`config.mk`:
```
export PLATFORM = sky130hd
export DESIGN_NAME = conv_seq_ctrl_flat
export DESIGN_NICKNAME = d
export VERILOG_FILES = /design/src/rtl/conv_pkg.sv /design/src/rtl/conv_seq_ctrl_if.sv /design/src/rtl/conv_addr_gen.sv /design/src/rtl/conv_seq_ctrl.sv /design/src/flat_wrapper.sv
export SDC_FILE = /design/constraint.sdc
export NUM_CORES = 1
export LEC_CHECK = 0
export CAP_MARGIN = 10
export CORE_UTILIZATION = 54
export CTS_BUF_LIST = sky130_fd_sc_hd__clkbuf_2
export DETAILED_ROUTE_END_ITERATION = 8
export GPL_ROUTABILITY_DRIVEN = 0
export PLACE_DENSITY = 0.8
export SLEW_MARGIN = 30
export SYNTH_ARGS = -nofsm -noshare
export SYNTH_HDL_FRONTEND = slang
export SYNTH_HIERARCHICAL = 1
export SYNTH_SLANG_ARGS = --single-unit
```
`constraint.sdc`:
```
create_clock -name clk -period 2.6 [get_ports clk]
set_input_delay 0.52 -clock clk [delete_from_list [all_inputs] [get_ports clk]]
set_output_delay 0.52 -clock clk [all_outputs]
set_load 0.005 [all_outputs]
```
`src/rtl/conv_pkg.sv`:
```
// conv_pkg: shared state encoding, pipeline depth and address-width helper for the convolution sequencer
package conv_pkg;

    typedef enum logic [2:0] {IDLE, LOAD, MAC, DRAIN, OUT, DONE} conv_state_t;

    // read latency (1) plus product register (1)
    localparam int PIPE_LAT = 2;

    // a depth of 1 still needs a 1-bit address bus
    function automatic int addr_w(input int depth);
        return (depth > 1) ? $clog2(depth) : 1;
    endfunction

endpackage

```
`src/rtl/conv_seq_ctrl_if.sv`:
```
// conv_seq_ctrl_if: start/handshake and datapath-control bundle between the sequencer and the datapath
//   master (sequencer): in  conv_start, m_ready_y
//                       out xmem_addr, fmem_addr, en_mult, en_accum, reset_accum, m_valid_y, conv_done, busy
//   slave  (datapath):  mirror image of master
interface conv_seq_ctrl_if import conv_pkg::*; #(
    parameter int N = 128,
    parameter int M = 32
);

    localparam int X_AW = addr_w(N);
    localparam int F_AW = addr_w(M);

    logic            conv_start;
    logic            m_ready_y;
    logic [X_AW-1:0] xmem_addr;
    logic [F_AW-1:0] fmem_addr;
    logic            en_mult;
    logic            en_accum;
    logic            reset_accum;
    logic            m_valid_y;
    logic            conv_done;
    logic            busy;

    modport master (
        input  conv_start, m_ready_y,
        output xmem_addr, fmem_addr, en_mult, en_accum, reset_accum, m_valid_y, conv_done, busy
    );

    modport slave (
        output conv_start, m_ready_y,
        input  xmem_addr, fmem_addr, en_mult, en_accum, reset_accum, m_valid_y, conv_done, busy
    );

endinterface

```
`src/rtl/conv_addr_gen.sv`:
```
// conv_addr_gen: output index k, tap index j and the registered X/F read addresses
//   clk, reset     clock, asynchronous active-high reset
//   load           start of an output: j <= 0, X address <= k
//   step           issue cycle: advance j and X address (held on the last tap)
//   k_inc, k_clr   next output / end of vector
//   xmem_addr      k+j, fmem_addr j
//   j_last, k_last terminal flags for the FSM
module conv_addr_gen import conv_pkg::*; #(
    parameter int N = 128,
    parameter int M = 32
) (
    input  logic                 clk,
    input  logic                 reset,
    input  logic                 load,
    input  logic                 step,
    input  logic                 k_inc,
    input  logic                 k_clr,
    output logic [addr_w(N)-1:0] xmem_addr,
    output logic [addr_w(M)-1:0] fmem_addr,
    output logic                 j_last,
    output logic                 k_last
);

    localparam int X_AW = addr_w(N);
    localparam int F_AW = addr_w(M);
    localparam logic [X_AW-1:0] K_MAX = X_AW'(N - M);
    localparam logic [F_AW-1:0] J_MAX = F_AW'(M - 1);

    logic [X_AW-1:0] k_q, k_d, x_q, x_d;
    logic [F_AW-1:0] j_q, j_d;
    logic            adv;

    assign j_last    = j_q == J_MAX;
    assign k_last    = k_q == K_MAX;
    assign xmem_addr = x_q;
    assign fmem_addr = j_q;
    // holding on the last tap keeps k+j <= N-1 and j <= M-1
    assign adv       = step && !j_last;

    always_comb begin
        k_d = k_clr ? '0 : k_inc ? k_q + X_AW'(1) : k_q;
        j_d = load ? '0 : adv ? j_q + F_AW'(1) : j_q;
        x_d = load ? k_q : adv ? x_q + X_AW'(1) : x_q;
    end

    always_ff @(posedge clk or posedge reset) begin
        if (reset) begin
            k_q <= '0;
            j_q <= '0;
            x_q <= '0;
        end else begin
            k_q <= k_d;
            j_q <= j_d;
            x_q <= x_d;
        end
    end

endmodule

```
`src/rtl/conv_seq_ctrl.sv`:
```
// conv_seq_ctrl: sequences one 1-D convolution pass (N-M+1 outputs of M taps each) over the MAC datapath
//   clk, reset  clock, asynchronous active-high reset (returns to IDLE, all outputs 0)
//   bus         conv_seq_ctrl_if.master: conv_start/m_ready_y in; addresses, MAC enables,
//               accumulator clear, y valid, conv_done pulse and busy out
module conv_seq_ctrl import conv_pkg::*; #(
    parameter int N = 128,
    parameter int M = 32
) (
    input  logic            clk,
    input  logic            reset,
    conv_seq_ctrl_if.master bus
);

    conv_state_t         state_q, state_d;
    logic [PIPE_LAT-1:0] pipe_q, pipe_d;
    logic                issue, hs, j_last, k_last;

    assign issue = state_q == MAC;
    assign hs    = state_q == OUT && bus.m_ready_y;

    always_comb begin
        pipe_d  = {pipe_q[PIPE_LAT-2:0], issue};
        state_d = state_q;
        unique case (state_q)
            IDLE:    state_d = bus.conv_start ? LOAD : IDLE;
            LOAD:    state_d = MAC;
            MAC:     state_d = j_last ? DRAIN : MAC;
            // the second drain cycle is the first one with the read stage already empty
            DRAIN:   state_d = pipe_q[0] ? DRAIN : OUT;
            OUT:     state_d = !bus.m_ready_y ? OUT : k_last ? DONE : LOAD;
            DONE:    state_d = IDLE;
            default: state_d = IDLE;
        endcase
    end

    always_ff @(posedge clk or posedge reset) begin
        if (reset) begin
            state_q <= IDLE;
            pipe_q  <= '0;
        end else begin
            state_q <= state_d;
            pipe_q  <= pipe_d;
        end
    end

    assign bus.en_mult     = pipe_q[0];
    assign bus.en_accum    = pipe_q[PIPE_LAT-1];
    assign bus.reset_accum = state_q == LOAD;
    assign bus.m_valid_y   = state_q == OUT;
    assign bus.conv_done   = state_q == DONE;
    assign bus.busy        = state_q != IDLE;

    conv_addr_gen #(.N(N), .M(M)) u_addr (
        .clk       (clk),
        .reset     (reset),
        .load      (state_q == LOAD),
        .step      (issue),
        .k_inc     (hs && !k_last),
        .k_clr     (state_q == DONE),
        .xmem_addr (bus.xmem_addr),
        .fmem_addr (bus.fmem_addr),
        .j_last    (j_last),
        .k_last    (k_last)
    );

endmodule

```
`src/flat_wrapper.sv`:
```
// flat-port wrapper written by rule: the top's interface ports become plain ports
module conv_seq_ctrl_flat import conv_pkg::*;
#(
    parameter int N = 128,
    parameter int M = 32
)
  (clk, reset, bus_conv_start, bus_m_ready_y, bus_xmem_addr, bus_fmem_addr, bus_en_mult, bus_en_accum, bus_reset_accum, bus_m_valid_y, bus_conv_done, bus_busy);
  conv_seq_ctrl_if #(.N(N), .M(M)) bus_i ();
  input  logic clk;
  input  logic reset;
  input wire logic [$bits(bus_i.conv_start)-1:0] bus_conv_start;
  input wire logic [$bits(bus_i.m_ready_y)-1:0] bus_m_ready_y;
  output wire logic [$bits(bus_i.xmem_addr)-1:0] bus_xmem_addr;
  output wire logic [$bits(bus_i.fmem_addr)-1:0] bus_fmem_addr;
  output wire logic [$bits(bus_i.en_mult)-1:0] bus_en_mult;
  output wire logic [$bits(bus_i.en_accum)-1:0] bus_en_accum;
  output wire logic [$bits(bus_i.reset_accum)-1:0] bus_reset_accum;
  output wire logic [$bits(bus_i.m_valid_y)-1:0] bus_m_valid_y;
  output wire logic [$bits(bus_i.conv_done)-1:0] bus_conv_done;
  output wire logic [$bits(bus_i.busy)-1:0] bus_busy;
  assign bus_i.conv_start = bus_conv_start;
  assign bus_i.m_ready_y = bus_m_ready_y;
  assign bus_xmem_addr = bus_i.xmem_addr;
  assign bus_fmem_addr = bus_i.fmem_addr;
  assign bus_en_mult = bus_i.en_mult;
  assign bus_en_accum = bus_i.en_accum;
  assign bus_reset_accum = bus_i.reset_accum;
  assign bus_m_valid_y = bus_i.m_valid_y;
  assign bus_conv_done = bus_i.conv_done;
  assign bus_busy = bus_i.busy;
  conv_seq_ctrl #(.N(N), .M(M)) u_core (.clk(clk), .reset(reset), .bus(bus_i));
endmodule
```
==> results of run 1 <==
## state kept, by name, indices dropped and copies added, names as in the netlist
| name | flops |
|---|---|
| u_core/u_addr/xmem_addr | 7 |
| u_core/state_q | 3 |
| u_core/pipe_q | 2 |
| u_core/u_addr/k_q | 7 |
| u_core/u_addr/fmem_addr | 5 |
## cells in the mapped netlist, types with 2 or more instances
master	n
mux2i_1	5
ha_1	5
and2_1	2
nor2_1	13
nand3_1	5
and3_1	2
nand2_1	10
nor2b_1	3
o2111ai_1	2
buf_2	2
o21ai_0	8
inv_1	7
or3_1	3
xor2_1	7
nand3b_1	2
buf_6	2
dfrtp_1	24
nand2b_1	3
nor3_1	3
or4_1	2
a21oi_1	4
## stage by stage
stage          hold slack (ns)  utilization, %  instances  setup WS (ns)  instance area [µm²]
2_1_floorplan            0.299               -        129          0.718                 1280
3_5_place_dp             0.446            68.0        175          0.361                 1510
5_1_grt                  0.375            68.7        178          0.109                 1520
3_3_place_gp             0.445            68.0        175          0.425                 1510
4_1_cts                  0.384            68.7        178          0.228                 1520
6_report                 0.397            68.7        178          0.254                 1520
## path summary, 6_finish.rpt
path,startpoint,end,cells after the start
max in group asynchronous,reset,u_core/u_addr/fmem_addr[3],2
worst max register to register,u_core/u_addr/k_q[0],u_core/u_addr/k_q[6],9
min in group clk,u_core/pipe_q[0],u_core/pipe_q[1],0
worst max-delay path,u_core/state_q[0],bus_conv_done,3
worst min register to register,u_core/pipe_q[0],u_core/pipe_q[1],0
worst min-delay path,reset,u_core/pipe_q[1],2
## placed cells by master (no fill, tap or decap), types with 2 or more instances in the layout
| master | n |
|---|---|
| xor2_1 | 7 |
| ha_1 | 5 |
| and2_1 | 2 |
| clkdlybuf4s50_1 | 21 |
| nand3b_1 | 2 |
| nand2_1 | 10 |
| nor3_1 | 2 |
| o2111ai_1 | 2 |
| and3_1 | 2 |
| nand2b_1 | 3 |
| nand3_1 | 5 |
| mux2i_1 | 5 |
| or4_1 | 2 |
| buf_4 | 2 |
| nor2b_1 | 3 |
| a21oi_1 | 4 |
| clkbuf_2 | 3 |
| nor2_1 | 13 |
| o21ai_0 | 8 |
| dfrtp_1 | 24 |
| or3_1 | 3 |
| inv_1 | 7 |
## per-layer routing
layer | share of wire (%) | track usage (%) | up-vias | routed length, µm
met2 | 49 | 33.8 | 29 | 1220
met4 | 0.56 | 8.33 | 0 | 14
met5 | 0 | 0 | - | 0
li1 | - | - | 496 | -
met3 | 4.3 | 3.64 | 2 | 108
met1 | 46 | 29.5 | 483 | 1150
## cells by family (layout without fill, tap and decap cells)
logic type,Yosys count,in the layout,synth area share (%)
multiplexers,5,5,3.92
adder cells (fa/ha/maj),5,5,4.90
AO/OA/AOI/OAI,18,18,8.82
buffers and inverters,12,33,4.90
flip-flops,24,24,47.1
XOR/XNOR,8,8,5.49
AND/OR/NAND/NOR,57,57,24.9
## where the power goes
group	total [µW]	internal, µW	switching [µW]
Clock	132	31.5	100
Combinational	625	347	278
Sequential	638	492	147
Total	1400	870	525
## worst max-delay path, stage by stage (launching register included)
cell             delay (ns)
dfrtp_1                0.53
inv_1                  0.13
nor3b_1                0.30
clkdlybuf4s50_1        0.56
## area by class of cell
cell class,instances,area [µm²]
clock buffer,3,15.0
fill,186,692
inverter,7,26.3
multi-input combinational,93,618
sequential,24,601
tap,28,35.0
timing repair buffer,23,225
==> results.sh, run 1 <==
export IMPL_cts_path_max_buffers=2
export IMPL_p_per_area_mw_per_mm2=918
export IMPL_hold_violations=0
export IMPL_cp_arrival_ns=1.83
export IMPL_power_leakage_uw=0.000693
export IMPL_worstSetupStartpointType="register"
export IMPL_cp_required_ns=2.08
export IMPL_grt_pass1_wl_um=4020
export IMPL_synthArstFlopShare_pct=100
export IMPL_syn_inst=129
export IMPL_ys_ff_latch=24
export IMPL_r2r_slack_ns=0.49
export IMPL_cts_hold_buf=0
export IMPL_synth_area_mm2=0.00128
export IMPL_wl_per_cell_um=14.0
export IMPL_post_dp_hpwl_um=1820
export IMPL_die_y_um=50.6
export IMPL_insertion_delay_ns=0.31
export IMPL_post_route_period_util_pct=90.2
export IMPL_grt_max_degree=24
export IMPL_max_slew_margin_pct=48.6
export IMPL_grt_pass1_vias=877
export IMPL_total_power_uw=1400
export IMPL_avgSynthCellArea_um2=9.89
export IMPL_vias=1010
export IMPL_path_clk_slew_ns=0.20
export IMPL_drv_slew=0
export IMPL_antenna_found_initial=0
export IMPL_clock_skew_ns=0.00113
export IMPL_setup_viol=0
export IMPL_die_width_um=50.6
export IMPL_ctsResizeCount=0
export IMPL_hold_class="primary input to asynchronous set/reset pin"
export IMPL_cts_buffers=3
export IMPL_drt_initial_drc_count=21
export IMPL_ios=22
export IMPL_io_buffers=21
export IMPL_row_count=17
export IMPL_status="completed"
export IMPL_period_minus_slack_ns=2.35
export IMPL_cap_viol_max_count=0
export IMPL_initial_utilization_pct=57.7
export IMPL_routed_wl_um=2490
export IMPL_fmax_mhz=426
export IMPL_yosysSeqAreaShare_pct=47.1
export IMPL_dr_pass1_iters=5
export IMPL_cts_setup_buffers=0
export IMPL_track_usage_pct=21.5
export IMPL_antenna_left=0
export IMPL_drc=0
export IMPL_synthDistinctLibCells=36
export IMPL_diodes=0
export IMPL_final_nets=161
export IMPL_cts_root_buf="clkbuf_2"
export IMPL_die_area_mm2=0.00256
export IMPL_cts_htree_levels=1
export IMPL_yosysWarnings=6
export IMPL_yosysTopAreaCell="dfrtp_1"
export IMPL_synth_top_area_share_pct=47.1
export IMPL_cts_tree="done"
export IMPL_path_max_fanout=9
export IMPL_worstSetupPathType="register to primary output"
export IMPL_viasPerCell=5.67
export IMPL_synth_ff_type="dfrtp_1"
export IMPL_fin_setup_tns_ns=0
export IMPL_core_area_mm2=0.00221
export IMPL_syn2layout_area_growth_pct=19.1
export IMPL_end_kind="primary output"
export IMPL_ir_drop_mv=0.725
export IMPL_synth_nets=138
export IMPL_drive_gt1_share_pct=5.33
export IMPL_cts_sinks=24
export IMPL_netlist_top_cells_area="dfrtp_1 (47%), ha_1 (4.9%), xor2_1 (4.8%)"
export IMPL_gr_total_overflow=0
export IMPL_synth_edf_count=0
export IMPL_worst_pin_slew_ns=0.770
export IMPL_rsz0062_at_grt="no"
No activity file was read; power rests on OpenSTA's default activity.
==> run 2, diff against run 1 <==
--- a/config.mk
+++ b/config.mk
@@ -10,7 +10,9 @@
 export CTS_BUF_LIST = sky130_fd_sc_hd__clkbuf_2
 export DETAILED_ROUTE_END_ITERATION = 8
 export GPL_ROUTABILITY_DRIVEN = 0
+export MAX_ROUTING_LAYER = met4
 export PLACE_DENSITY = 0.8
+export SETUP_SLACK_MARGIN = 0.1
 export SLEW_MARGIN = 30
 export SYNTH_ARGS = -nofsm -noshare
 export SYNTH_HDL_FRONTEND = slang
==> results.sh, run 2 (same netlist as run 1, synthesis figures left out) <==
export IMPL_status="completed"
export IMPL_period_minus_slack_ns=2.36
export IMPL_grtUsageMet1_pct=29.5
export IMPL_hold_violations=0
export IMPL_grt_max_degree=24
export IMPL_drt_initial_drc_count=21
export IMPL_syn2layout_area_growth_pct=19.1
export IMPL_drive_gt1_share_pct=5.33
export IMPL_layout_common_cells="dfrtp_1 (24), clkdlybuf4s50_1 (21), nor2_1 (13)"
export IMPL_setup_viol=0
export IMPL_worstSetupPathType="register to primary output"
export IMPL_die_y_um=50.6
export IMPL_cap_viol_max_count=0
export IMPL_insertion_delay_ns=0.32
export IMPL_hold_class="primary input to asynchronous set/reset pin"
export IMPL_gr_total_overflow=0
export IMPL_cts_setup_buffers=0
export IMPL_grt_pass1_wl_um=4020
export IMPL_post_dp_hpwl_um=1820
export IMPL_antenna_found_initial=0
export IMPL_max_slew_margin_pct=47.3
export IMPL_placed_area_mm2=0.00151
export IMPL_drv_slew=0
export IMPL_cts_sinks=24
export IMPL_viasPerCell=5.59
export IMPL_ctsResizeCount=0
export IMPL_cts_tree="done"
export IMPL_track_usage_pct=22.1
export IMPL_cp_arrival_ns=1.84
export IMPL_rsz0062_at_grt="no"
export IMPL_vias=995
export IMPL_fmax_mhz=425
export IMPL_cts_root_buf="clkbuf_2"
export IMPL_dr_pass1_iters=4
export IMPL_io_buffers=21
export IMPL_routed_wl_um=2500
export IMPL_worst_pin_slew_ns=0.790
export IMPL_final_common_cell="dfrtp_1"
export IMPL_crit_start="u_core/state_q[0]"
export IMPL_grt_pass1_vias=879
export IMPL_path_max_fanout=9
export IMPL_cts_buffers=3
export IMPL_fin_setup_tns_ns=0
export IMPL_wl_per_cell_um=14.0
export IMPL_post_route_period_util_pct=90.6
export IMPL_die_area_mm2=0.00256
export IMPL_diodes=0
export IMPL_core_area_mm2=0.00221
export IMPL_design_area_mm2=0.00152
export IMPL_path_clk_slew_ns=0.21
export IMPL_reg2reg_from="u_core/u_addr/k_q[0]"
export IMPL_met3_usage_pct=3.64
export IMPL_end_kind="primary output"
export IMPL_die_width_um=50.6
export IMPL_antenna_left=0
export IMPL_power_leakage_uw=0.000693
export IMPL_cts_hold_buf=0
export IMPL_final_nets=161
export IMPL_ir_drop_mv=0.726
export IMPL_layout_setup_ws_ns=0.245
export IMPL_place_ws_ns=0.361
export IMPL_cts_path_max_buffers=2
export IMPL_drc=0
export IMPL_use_met2_pct=33.8
export IMPL_cp_required_ns=2.08
export IMPL_ios=22
export IMPL_cts_htree_levels=1
export IMPL_num_fill_cells=186
export IMPL_clock_skew_ns=0.00456
export IMPL_worstSetupStartpointType="register"
export IMPL_gr_max_usage_layer="met2"
export IMPL_row_count=17
export IMPL_initial_utilization_pct=57.7
export IMPL_p_per_area_mw_per_mm2=919
run 2: cell counts in the layout (fill, tap and decap cells not counted):
Identical to the previous run, type by type.
run 2: layout make-up:
type                    instances  area [µm²]  area share [%]
repair buffers                 23         225            14.8
inverters                       7        26.3            1.73
flip-flops and latches         24         601            39.5
multi-input cells              93         618            40.7
well taps                      28        35.0            2.30
clock buffers                   3        15.0           0.988
run 2: path summary, 6_finish.rpt:
check / endpoint / slack (ns) / depth (start not counted)
max in group asynchronous: u_core/u_addr/xmem_addr[4] / 1.46 / 2
worst max-delay path: bus_conv_done / 0.24 / 3
worst max register to register: u_core/u_addr/k_q[6] / 0.49 / 9
worst min-delay path: u_core/pipe_q[1] / 0.39 / 2
min in group clk: u_core/pipe_q[1] / 0.48 / 0
worst min register to register: u_core/pipe_q[1] / 0.48 / 0
run 2: layer usage:
| metal | share of wire [%] | up-vias | wire [µm] |
|---|---|---|---|
| met5 | 0 | - | 0 |
| met4 | 0.56 | 0 | 14 |
| met3 | 3.1 | 2 | 78 |
| met2 | 49 | 20 | 1230 |
| met1 | 47 | 479 | 1170 |
| li1 | - | 494 | - |
run 2: per-stage QoR:
step | cells | utilization, % | hold WS [ns] | power, µW
5_1_grt | 178 | 68.7 | 0.375 | 1500
3_5_place_dp | 175 | 68.0 | 0.446 | 1280
6_report | 178 | 68.7 | 0.392 | 1400
2_1_floorplan | 129 | - | 0.299 | 976
4_1_cts | 178 | 68.7 | 0.384 | 1410
3_3_place_gp | 175 | 68.0 | 0.445 | 1230
run 2: report_power, final:
part	switching [µW]	leakage, µW	internal, µW
sequential	146	0.000315	492
clock	102	0.0000125	31.4
combinational	278	0.000366	347
run 2: critical path: stages (launching register included):
cell and delay [ns]:
dfrtp_1 0.53, inv_1 0.13, nor3b_1 0.30, clkdlybuf4s50_1 0.56
==> run 3, diff against run 2 <==
--- a/config.mk
+++ b/config.mk
@@ -6,15 +6,15 @@
 export NUM_CORES = 1
 export LEC_CHECK = 0
 export CAP_MARGIN = 10
-export CORE_UTILIZATION = 54
+export CORE_UTILIZATION = 55
 export CTS_BUF_LIST = sky130_fd_sc_hd__clkbuf_2
 export DETAILED_ROUTE_END_ITERATION = 8
+export DONT_BUFFER_PORTS = 1
 export GPL_ROUTABILITY_DRIVEN = 0
 export MAX_ROUTING_LAYER = met4
-export PLACE_DENSITY = 0.8
+export PLACE_DENSITY = 0.69
 export SETUP_SLACK_MARGIN = 0.1
 export SLEW_MARGIN = 30
 export SYNTH_ARGS = -nofsm -noshare
 export SYNTH_HDL_FRONTEND = slang
-export SYNTH_HIERARCHICAL = 1
 export SYNTH_SLANG_ARGS = --single-unit
==> results.sh, run 3 <==
export IMPL_avgSynthCellArea_um2=10.4
export IMPL_antenna_found_initial=0
export IMPL_fmax_mhz=428
export IMPL_diodes=0
export IMPL_dp_cells=147
export IMPL_cp_required_ns=2.87
export IMPL_clock_skew_ns=0.00973
export IMPL_drc=0
export IMPL_synth_ff_type="dfrtp_1"
export IMPL_worst_pin_slew_ns=0.833
export IMPL_post_dp_hpwl_um=1690
export IMPL_max_stage_delay_ns=0.59
export IMPL_grt_pass1_vias=914
export IMPL_synth_nets=134
export IMPL_crit_start="u_core.u_addr.fmem_addr[0]"
export IMPL_core_area_mm2=0.00221
export IMPL_total_power_uw=1390
export IMPL_ys_ff_latch=24
export IMPL_vias=928
export IMPL_syn_inst=125
export IMPL_synth_edf_count=0
export IMPL_cts_setup_buffers=0
export IMPL_ir_drop_mv=0.680
export IMPL_synthTopCellsByCount="dfrtp_1 (24), nand2_1 (15), nor2_1 (11)"
export IMPL_final_nets=133
export IMPL_crit_path_frequent_cell="ha_1"
export IMPL_status="completed"
export IMPL_end_kind="register"
export IMPL_rsz0062_at_grt="no"
export IMPL_max_slew_margin_pct=44.1
export IMPL_cts_hold_buf=0
export IMPL_r2r_slack_ns=0.26
export IMPL_cp_arrival_ns=2.61
export IMPL_layout_common_cells="dfrtp_1 (24), nand2_1 (15), nor2_1 (11)"
export IMPL_io_buffers=0
export IMPL_synth_top_area_share_pct=46.2
export IMPL_cts_tree="done"
export IMPL_layoutNonFillerInstCount=151
export IMPL_cp_num_buf_inv=0
export IMPL_row_count=17
export IMPL_viasPerCell=6.15
export IMPL_worstSetupPathType="register to register"
export IMPL_layout_setup_ws_ns=0.264
export IMPL_grt_max_degree=25
export IMPL_die_width_um=50.6
export IMPL_synth_area_mm2=0.00130
export IMPL_grt_pass1_wl_um=4110
export IMPL_die_y_um=50.6
export IMPL_synthArstFlopShare_pct=100
export IMPL_place_ws_ns=0.318
export IMPL_insertion_delay_ns=0.36
export IMPL_path_cells="ha_1 -> and3_1 -> ha_1 -> or4b_4 -> nand2_1 -> o21ai_1 -> a221o_1"
export IMPL_setup_viol=0
export IMPL_yosysSeqAreaShare_pct=46.2
export IMPL_utilization_pct=60.6
export IMPL_cap_viol_max_count=0
export IMPL_track_usage_pct=22.1
export IMPL_p_per_area_mw_per_mm2=1030
export IMPL_netlist_top_cells_area="dfrtp_1 (46%), ha_1 (4.8%), nand2_1 (4.3%)"
export IMPL_hold_class="primary input to asynchronous set/reset pin"
export IMPL_post_route_period_util_pct=89.8
export IMPL_yosysWarnings=0
export IMPL_ios=22
export IMPL_power_leakage_uw=0.000641
export IMPL_fin_setup_tns_ns=0
export IMPL_wl_per_cell_um=15.8
export IMPL_drive_gt1_share_pct=10.6
export IMPL_syn2layout_area_growth_pct=3.08
export IMPL_drt_initial_drc_count=21
export IMPL_cts_sinks=24
export IMPL_initial_utilization_pct=58.8
export IMPL_gr_total_overflow=0
export IMPL_dr_pass1_iters=4
export IMPL_critPathSlowestCell="or4b_4"
export IMPL_path_clk_slew_ns=0.24
export IMPL_drv_slew=0
export IMPL_hold_violations=0
export IMPL_synthDistinctLibCells=43
export IMPL_r2r_end="u_core.u_addr.xmem_addr[3]"
export IMPL_num_fill_cells=174
export IMPL_reg2reg_depth=7
export IMPL_period_minus_slack_ns=2.34
export IMPL_cts_buffers=3
export IMPL_cts_path_max_buffers=2
export IMPL_path_max_fanout=11
export IMPL_crit_family="simple AND/OR/NAND/NOR gates"
export IMPL_antenna_left=0
export IMPL_ctsResizeCount=0
export IMPL_cts_htree_levels=1
export IMPL_reg2reg_from="u_core.u_addr.fmem_addr[0]"
export IMPL_yosysTopAreaCell="dfrtp_1"
export IMPL_worstSetupStartpointType="register"
export IMPL_final_common_cell="dfrtp_1"
export IMPL_synth_most_common_cell="dfrtp_1"
export IMPL_routed_wl_um=2390
export IMPL_cts_root_buf="clkbuf_2"
export IMPL_die_area_mm2=0.00256
[run 3: cell count changes after synthesis, moves of 3 or more]
cell / previous run / this run
nand2_1: 10 / 15
a21oi_1: 4 / 0
a221o_1: 0 / 4
mux2i_1: 5 / 1
inv_1: 7 / 4
nand2b_1: 3 / 0
o21ai_0: 8 / 5
[run 3: worst max path at each step]
| stage | endpoint | cells after the start |
|---|---|---|
| floorplan | u_core.u_addr.xmem_addr[2] | 7 |
| global placement | u_core.u_addr.xmem_addr[2] | 7 |
| detailed placement | u_core.u_addr.xmem_addr[3] | 7 |
| CTS | u_core.u_addr.xmem_addr[3] | 7 |
| global route | u_core.u_addr.xmem_addr[3] | 7 |
| finish | u_core.u_addr.xmem_addr[3] | 7 |
[run 3: report_power, final]
group | switching (µW) | internal, µW
logic | 256 | 220
clock network | 120 | 132
registers | 173 | 483
[run 3: layer usage]
layer  part of all wire, %  GRT usage, %  up-vias
met5                     0             -        -
met1                    47          29.8      445
met2                    45          30.4       30
li1                      -             -      449
met4                   1.3          11.1        0
met3                   6.7          5.76        4
[run 3: cell type report]
cell class	count	area, µm²	area share, %
inverters	5	18.8	1.40
clock inverters	1	30.0	2.24
clock buffers	3	15.0	1.12
multi-input cells	90	641	47.8
flip-flops and latches	24	601	44.8
well taps	28	35.0	2.61
[run 3: stage by stage]
| stage | hold slack, ns | cell area, µm² |
|---|---|---|
| global route | 0.0897 | 1340 |
| floorplan | 0.423 | 1300 |
| global placement | 0.475 | 1290 |
| finish | 0.0618 | 1340 |
| detailed placement | 0.460 | 1290 |
| CTS | 0.217 | 1340 |
[run 3: logic make-up (layout without fill, tap and decap cells)]
group | Yosys count | after routing | synth area share (%)
compound gates | 21 | 21 | 12.0
simple gates | 55 | 55 | 26.1
xor+xnor | 7 | 7 | 4.72
flops | 24 | 24 | 46.2
mux | 2 | 2 | 1.64
buf+inv | 11 | 9 | 4.52
fa+ha+maj | 5 | 5 | 4.81
[run 3: worst register-to-register path, cell delays in order, from the launching register on]
cell     delay (ns)
dfrtp_1        0.50
ha_1           0.23
and3_1         0.19
ha_1           0.24
or4b_4         0.59
nand2_1        0.14
o21ai_1        0.07
a221o_1        0.28
